### config.mk
export PLATFORM = sky130hd
export DESIGN_NAME = decade_2421_display
export DESIGN_NICKNAME = d
export VERILOG_FILES = /design/src/rtl/decade_2421_display.sv
export SDC_FILE = /design/constraint.sdc
export NUM_CORES = 1
export LEC_CHECK = 0
export BUFFER_PORTS_ARGS = -buffer_cell sky130_fd_sc_hd__buf_4
export CAP_MARGIN = 20
export CORE_ASPECT_RATIO = 0.7
export CORE_MARGIN = 3
export CORE_UTILIZATION = 56
export CTS_CLUSTER_SIZE = 24
export DETAILED_ROUTE_END_ITERATION = 6
export PLACE_DENSITY = 0.85
export SKIP_LAST_GASP = 1
export SLEW_MARGIN = 15
export SYNTH_ARGS = -nofsm -noshare
export SYNTH_HDL_FRONTEND = slang
export SYNTH_SLANG_ARGS = --single-unit
### constraint.sdc
create_clock -name CLK -period 2.34 [get_ports CLK]
set_clock_uncertainty 0.2 [all_clocks]
set_input_delay 0.468 -clock CLK [delete_from_list [all_inputs] [get_ports CLK]]
set_output_delay 0.468 -clock CLK [all_outputs]
set_load 0.02 [all_outputs]
### src/rtl/decade_2421_display.sv
// decade_2421_display
// Converts a 2421 (Aiken) coded units digit into a two-digit BCD count and
// drives a two-digit multiplexed seven-segment display.
//
// Optional feature: define DECADE_2421_ERR_EN to build the sticky
// invalid-code flag on ERR. Without it ERR is tied to 0.
//
// Pipeline: CODE_IN -> code_q (stage 1) -> BCD_ONES/BCD_TENS (stage 2).
// A tens increment happens only when a valid 0 follows a registered 9.
// Invalid codes freeze the count, so 9 / invalid / 0 still counts once.
module decade_2421_display #(
    parameter int SCAN_DIV = 50000
) (
    input  logic       CLK,
    input  logic       RESET,
    input  logic [3:0] CODE_IN,
    output logic [3:0] BCD_ONES,
    output logic [3:0] BCD_TENS,
    output logic       CARRY,
    output logic [6:0] SEG,
    output logic [1:0] AN,
    output logic       ERR
);

    localparam int          CW = $clog2(SCAN_DIV);
    localparam logic [CW-1:0] SCAN_TC = CW'(SCAN_DIV - 1);

    logic [3:0]    code_q;
    logic          dec_valid;
    logic [3:0]    dec_val;
    logic          wrap;
    logic [CW-1:0] scan_cnt;
    logic          sel;
    logic [3:0]    disp_digit;

    // Active-low segment pattern {g,f,e,d,c,b,a}; non-BCD values blank.
    function automatic logic [6:0] seg_pattern(input logic [3:0] d);
        logic [6:0] p;
        case (d)
            4'd0:    p = 7'b1000000;
            4'd1:    p = 7'b1111001;
            4'd2:    p = 7'b0100100;
            4'd3:    p = 7'b0110000;
            4'd4:    p = 7'b0011001;
            4'd5:    p = 7'b0010010;
            4'd6:    p = 7'b0000010;
            4'd7:    p = 7'b1111000;
            4'd8:    p = 7'b0000000;
            4'd9:    p = 7'b0010000;
            default: p = 7'b1111111;
        endcase
        return p;
    endfunction

    // Stage 1: capture the upstream code.
    always_ff @(posedge CLK or negedge RESET) begin
        if (!RESET) begin
            code_q <= 4'd0;
        end else begin
            code_q <= CODE_IN;
        end
    end

    // Aiken 2421 decode; the six unused codes are flagged invalid.
    always_comb begin
        dec_valid = 1'b1;
        dec_val   = 4'd0;
        case (code_q)
            4'b0000: dec_val = 4'd0;
            4'b0001: dec_val = 4'd1;
            4'b0010: dec_val = 4'd2;
            4'b0011: dec_val = 4'd3;
            4'b0100: dec_val = 4'd4;
            4'b1011: dec_val = 4'd5;
            4'b1100: dec_val = 4'd6;
            4'b1101: dec_val = 4'd7;
            4'b1110: dec_val = 4'd8;
            4'b1111: dec_val = 4'd9;
            default: dec_valid = 1'b0;
        endcase
    end

    assign wrap = dec_valid && (BCD_ONES == 4'd9) && (dec_val == 4'd0);

    // Stage 2: load units, advance tens on a 9->0 transition, pulse CARRY on tens wrap.
    always_ff @(posedge CLK or negedge RESET) begin
        if (!RESET) begin
            BCD_ONES <= 4'd0;
            BCD_TENS <= 4'd0;
            CARRY    <= 1'b0;
        end else begin
            CARRY <= 1'b0;
            if (dec_valid) begin
                BCD_ONES <= dec_val;
                if (wrap) begin
                    if (BCD_TENS == 4'd9) begin
                        BCD_TENS <= 4'd0;
                        CARRY    <= 1'b1;
                    end else begin
                        BCD_TENS <= BCD_TENS + 4'd1;
                    end
                end
            end
        end
    end

    // Scan prescaler: dwell SCAN_DIV cycles per digit, then swap digits.
    always_ff @(posedge CLK or negedge RESET) begin
        if (!RESET) begin
            scan_cnt <= '0;
            sel      <= 1'b0;
        end else if (scan_cnt == SCAN_TC) begin
            scan_cnt <= '0;
            sel      <= ~sel;
        end else begin
            scan_cnt <= scan_cnt + 1'b1;
        end
    end

    assign disp_digit = sel ? BCD_TENS : BCD_ONES;

    // Registered display drive; exactly one digit enable is ever low.
    always_ff @(posedge CLK or negedge RESET) begin
        if (!RESET) begin
            AN  <= 2'b10;
            SEG <= 7'b1000000;
        end else begin
            AN  <= sel ? 2'b01 : 2'b10;
            SEG <= seg_pattern(disp_digit);
        end
    end

`ifdef DECADE_2421_ERR_EN
    logic err_q;

    // Sticky flag: any invalid registered code sets it until reset.
    always_ff @(posedge CLK or negedge RESET) begin
        if (!RESET) begin
            err_q <= 1'b0;
        end else if (!dec_valid) begin
            err_q <= 1'b1;
        end
    end

    assign ERR = err_q;
`else
    assign ERR = 1'b0;
`endif

endmodule
# Word-level counts from Yosys, hierarchy flattened
# Memory sizes are Yosys's and may differ from the RTL's. A register that Yosys moved wholly into a read port is not among the register bits.
# Cells that the tools add are included.
dict set report totals {
  reg_bits 32
  romBits 112
  input_bits 6
  word_cells 39
  mem_count 1
}
dict set report op_classes {
  addsub 2
  eq_ne 12
  muxes 9
  n_bitwise 1
  n_reduce_logical 7
}
# name depth word_bits read_ports rd_clocked_by_memory_dff wr line_no
set memory_table {}
lappend memory_table {{(no name shown)} 16 7 1 1 0 39} ;# case (d)
# operator count
set op_table {}
lappend op_table {{4-bit case mux with 9 select lines} 1}
lappend op_table {{4-bit equality test, second input constant} 7}
lappend op_table {{16-bit by 1-bit adder with 16-bit output, second input constant} 1}
lappend op_table {{16-bit equality test, second input constant} 1}
lappend op_table {{16-bit two-way mux} 1}
lappend op_table {{10-bit OR reduction} 1}
lappend op_table {{4-bit by 2-bit equality test with 1-bit output, second input constant} 2}
lappend op_table {{4-bit zero test} 2}
lappend op_table {{4-bit two-way mux} 2}
lappend op_table {{4-bit by 1-bit adder with 4-bit output, second input constant} 1}
lappend op_table {{4-bit by 1-bit equality test with 1-bit output, second input constant} 1}
lappend op_table {{4-bit by 3-bit equality test with 1-bit output, second input constant} 1}
lappend op_table {{1-bit two-way mux} 4}
lappend op_table {{1-bit logical AND} 2}
lappend op_table {{2-bit two-way mux} 1}
lappend op_table {{2-bit AND reduction} 1}
lappend op_table {{1-bit zero test} 1}
lappend op_table {{1-bit inverter} 1}

# Logic depth before layout (Yosys ltp)
dict set report depth {
  depth_word 7
  mapped_depth 7
}

# Least setup slack after synthesis
# Ideal clock, no wire load.
dict set report synth_path {
  path_type {register to register}
  startpoint {register scan_cnt[0]}
  endpoint {register scan_cnt[10]}
  setup_ns 0.065
  arrival_ns 1.519
  t_required_ns 2.075
  slack_ns 0.556
  path_stages_with_launch 6
  path_buffers 0
  path_cell_list {dfrtp_1 ha_1 nand3_2 or3_4 or4_1 nand2_1}
}
dict set report synth_between {
  elab_chain_cells 2
}
# item line_no
set synth_rtl {}
lappend synth_rtl {{start, declared} 32} ;# logic [CW-1:0] scan_cnt;
lappend synth_rtl {{start signal, assigned} 116} ;# scan_cnt <= scan_cnt + 1'b1;
lappend synth_rtl {{16-bit by 1-bit adder with 16-bit output / 16-bit equality test (equally long branches)} {116, 112}}
lappend synth_rtl {{16-bit two-way mux *} 112} ;# end else if (scan_cnt == SCAN_TC) begin
# Mark *: on every way between the ends. The rest lies on a longest branch, timed or not.
# A chain may end at the register's enable or synchronous reset.

# Final worst setup path
dict set report layout_path {
  startpoint {register sel}
  endpoint {register SEG[3]}
}
dict set report layout_between {
  elab_chain_cells 1
}
# item line_no
set layout_rtl {}
lappend layout_rtl {{start, declared} 33} ;# logic sel;
lappend layout_rtl {{start signal, assigned} 114} ;# sel <= ~sel;
lappend layout_rtl {{4-bit two-way mux} 120} ;# assign disp_digit = sel ? BCD_TENS : BCD_ONES;
lappend layout_rtl {{end, declared} 20} ;# output logic [6:0] SEG,
# No other way between the ends.

==> run summary <==
status - completed
nets - 214
H-tree depth - 2
die area - 4091 um^2
IO Pins - 25
First-pass DRT Iterations - 4
Comb pwr share - 16.4%
Synth async-reset ratio - 100.0%
DP Area - 2047 um^2
worst-path cell chain - mux2i_1, inv_1, ha_1, nor2_1, o21a_1, a21oi_1
Critical Path Source Type - flop
CP max-delay cell - dfrtp_1
via count - 1401
P_sw - 402.6 uW
post-route cell area - 2138 um^2
fillers - 210
syn_area_per_cell - 10.48 um^2
max_cap viols - 0
Cell Area, Synth - 1876 um^2
CTS tree - built
post-layout util - 71.69%
Die Width - 75.17 um
CP Capture Type - flop
initial antenna violation count - 0
final worst-path cycle share - 86.47%
Worst Path Buf+Inv - 1
vias in the first global route - 1313
Synth Register Bits - 39
setup tns final - 0 ns
Worst-path clk slew - 0.08 ns
Worst-Skew Late Latency - 0.30 ns
Avg Vias per Cell - 5.862
largest net degree at the start of global routing - 40
switching share of power - 28.31%
syn_nets - 191
clk sink count - 39
Setup Fix Bufs, Post-CTS - 0
PostCTS Resize Cnt - 0
final weighted congestion in routability-driven placement - 0.8237
crit path DAT - 2.01 ns
Max Fanout on Critical Path - 7
slew margin rel. - 55.80%
final setup violation count - 0
first-pass GRT wire length - 6085 um
post-synthesis sequential area ratio - 52.17%
Worst EP required - 2.33 ns
endpoints failing hold - 0
gr usage total - 20.66%
register area - 978.4 um^2
CTS root buf - clkbuf_8
Clk pwr share - 31.1%
Max VDD drop - 0.4422 mV
RSZ-0062 raised after global routing - false
row cnt - 16
Hold Path Class - primary input to flop
crit path time final - 2.023 ns
synth unique cells - 44
IO buf count - 23
max incr delay on CP - 0.52 ns
initial core utilization - 62.88%
Crit Path Class - flop to flop
P per Cell Area - 665.2 nW/um^2
Die Y - 54.42 um
CTS Buf Count - 5
Detail Placement HPWL - 2537 um
achievable frequency - 494.2 MHz
Syn Inst Count - 179
sequential share of power - 52.4%
# diodes - 0
DRC violations left - 0
GRT Residual Overflow - 0
number of flops mapped to enable cells by yosys - 0
Pleak - 0.0009920 uW
YS warnings - 0
ys flop type - dfrtp_1
First DRT Iteration DRCs - 97
share of cells above drive strength 1 - 20.20%
Core Region - 2983 um^2
CP top delay family - flip-flops
Max Root-Sink Buffers - 2
number of antenna-violating nets in the routed design - 0
drt total wl - 3640 um
Routed WL per cell - 15.23 um
Multi-input gate area - 813.3 um^2
Worst Tran Pin Value - 0.6446 ns
Int Power - 1020 uW
max-slew violations - 0
hold_buf cts - 1
Layout area overhead - 14.01%
-- power by group through the flow --
stage	Clock [uW]	Sequential (uW)	Combinational (uW)
floorplan	0	791	97.0
finish	443	746	234
global placement	0	755	221
detailed placement	0	757	231
global route	472	751	256
CTS	442	745	234
-- final cells by class --
type                       instances  area share, %
inverter                          10          1.755
multi-input combinational        122          38.03
tap                               36          2.106
timing repair buffer              24          8.543
clock buffer                       7          3.569
sequential                        39          45.76
clock inverter                     1         0.2341
-- logic make-up (layout without fill, tap and decap cells) --
| logic type | count (synthesis) | in the layout | synth area share [%] |
|---|---|---|---|
| DFF | 39 | 39 | 52.17 |
| AOI/OAI and AO/OA | 30 | 30 | 10.34 |
| adders and majority gates | 6 | 6 | 4.003 |
| and+or+nand+nor | 65 | 65 | 18.88 |
| xor gates and xnor gates | 14 | 14 | 6.538 |
| buffers and inverters | 18 | 42 | 4.469 |
| muxes | 6 | 6 | 3.402 |
| other | 1 | 1 | 0.1999 |
-- placed cells by master (no fill, tap or decap), types with 3 or more instances in the layout --
cell type | netlist | final
nor4_1 | 4 | 4
o21ai_0 | 5 | 5
nand2_1 | 11 | 11
ha_1 | 6 | 6
mux2i_1 | 3 | 3
nand4_1 | 6 | 6
nor2_1 | 23 | 23
xnor2_1 | 8 | 8
buf_4 | 2 | 23
mux2_2 | 3 | 3
inv_1 | 10 | 10
a21oi_1 | 11 | 11
xor2_1 | 6 | 6
dfrtp_1 | 37 | 37
nand3_1 | 3 | 3
clkbuf_8 | 0 | 5
-- synthesized netlist by cell type, types with 3 or more instances --
library cell / number / area (um^2)
a21oi_1: 11 / 55.05
clkbuf_1: 4 / 15.01
dfrtp_1: 37 / 925.9
ha_1: 6 / 75.07
inv_1: 10 / 37.54
mux2_2: 3 / 33.78
mux2i_1: 3 / 30.03
nand2_1: 11 / 41.29
nand3_1: 3 / 15.01
nand4_1: 6 / 37.54
nor2_1: 23 / 86.33
nor4_1: 4 / 25.02
o21ai_0: 5 / 25.02
xnor2_1: 8 / 70.07
xor2_1: 6 / 52.55
-- flip-flops by register name (all words and copies together), names as in the netlist --
signal	cells
BCD_TENS	4
AN	2
scan_cnt	16
BCD_ONES	4
CARRY	1
sel	1
SEG	7
code_q	4
-- through the flow --
| stage | total power, uW | hold slack, ns | instances | worst slack (ns) |
|---|---|---|---|---|
| 2_1_floorplan | 888.1 | -0.02759 | 179 | 0.5562 |
| 3_3_place_gp | 975.3 | 0.2559 | 230 | 0.3936 |
| 3_5_place_dp | 988.4 | 0.2650 | 230 | 0.3362 |
| 4_1_cts | 1421 | 0.06958 | 239 | 0.3193 |
| 5_1_grt | 1480 | 0.06551 | 239 | 0.2337 |
| 6_report | 1422 | 0.07275 | 239 | 0.3167 |
-- final timing paths --
path,from,end,cells past startpoint,slack (ns)
max,sel,SEG[3],6,0.32
min,CODE_IN[1],code_q[1],1,0.07
max reg2reg,sel,SEG[3],6,0.32
min reg2reg,scan_cnt[0],scan_cnt[0],1,0.30
max in group asynchronous,RESET,SEG[6],2,1.11
min in group asynchronous,RESET,sel,2,0.48
-- layer usage --
metal  track usage (%)  share of wire, %  routed length, um  vias up
li1                  -                 -                  -      662
met1             26.81                46               1659      671
met2             31.94                46               1659       58
met3             6.789               6.7                245       10
met4             9.012               2.1                 76        0
met5                 0                 0                  0        -
No activity file was read; power rests on OpenSTA's default activity.
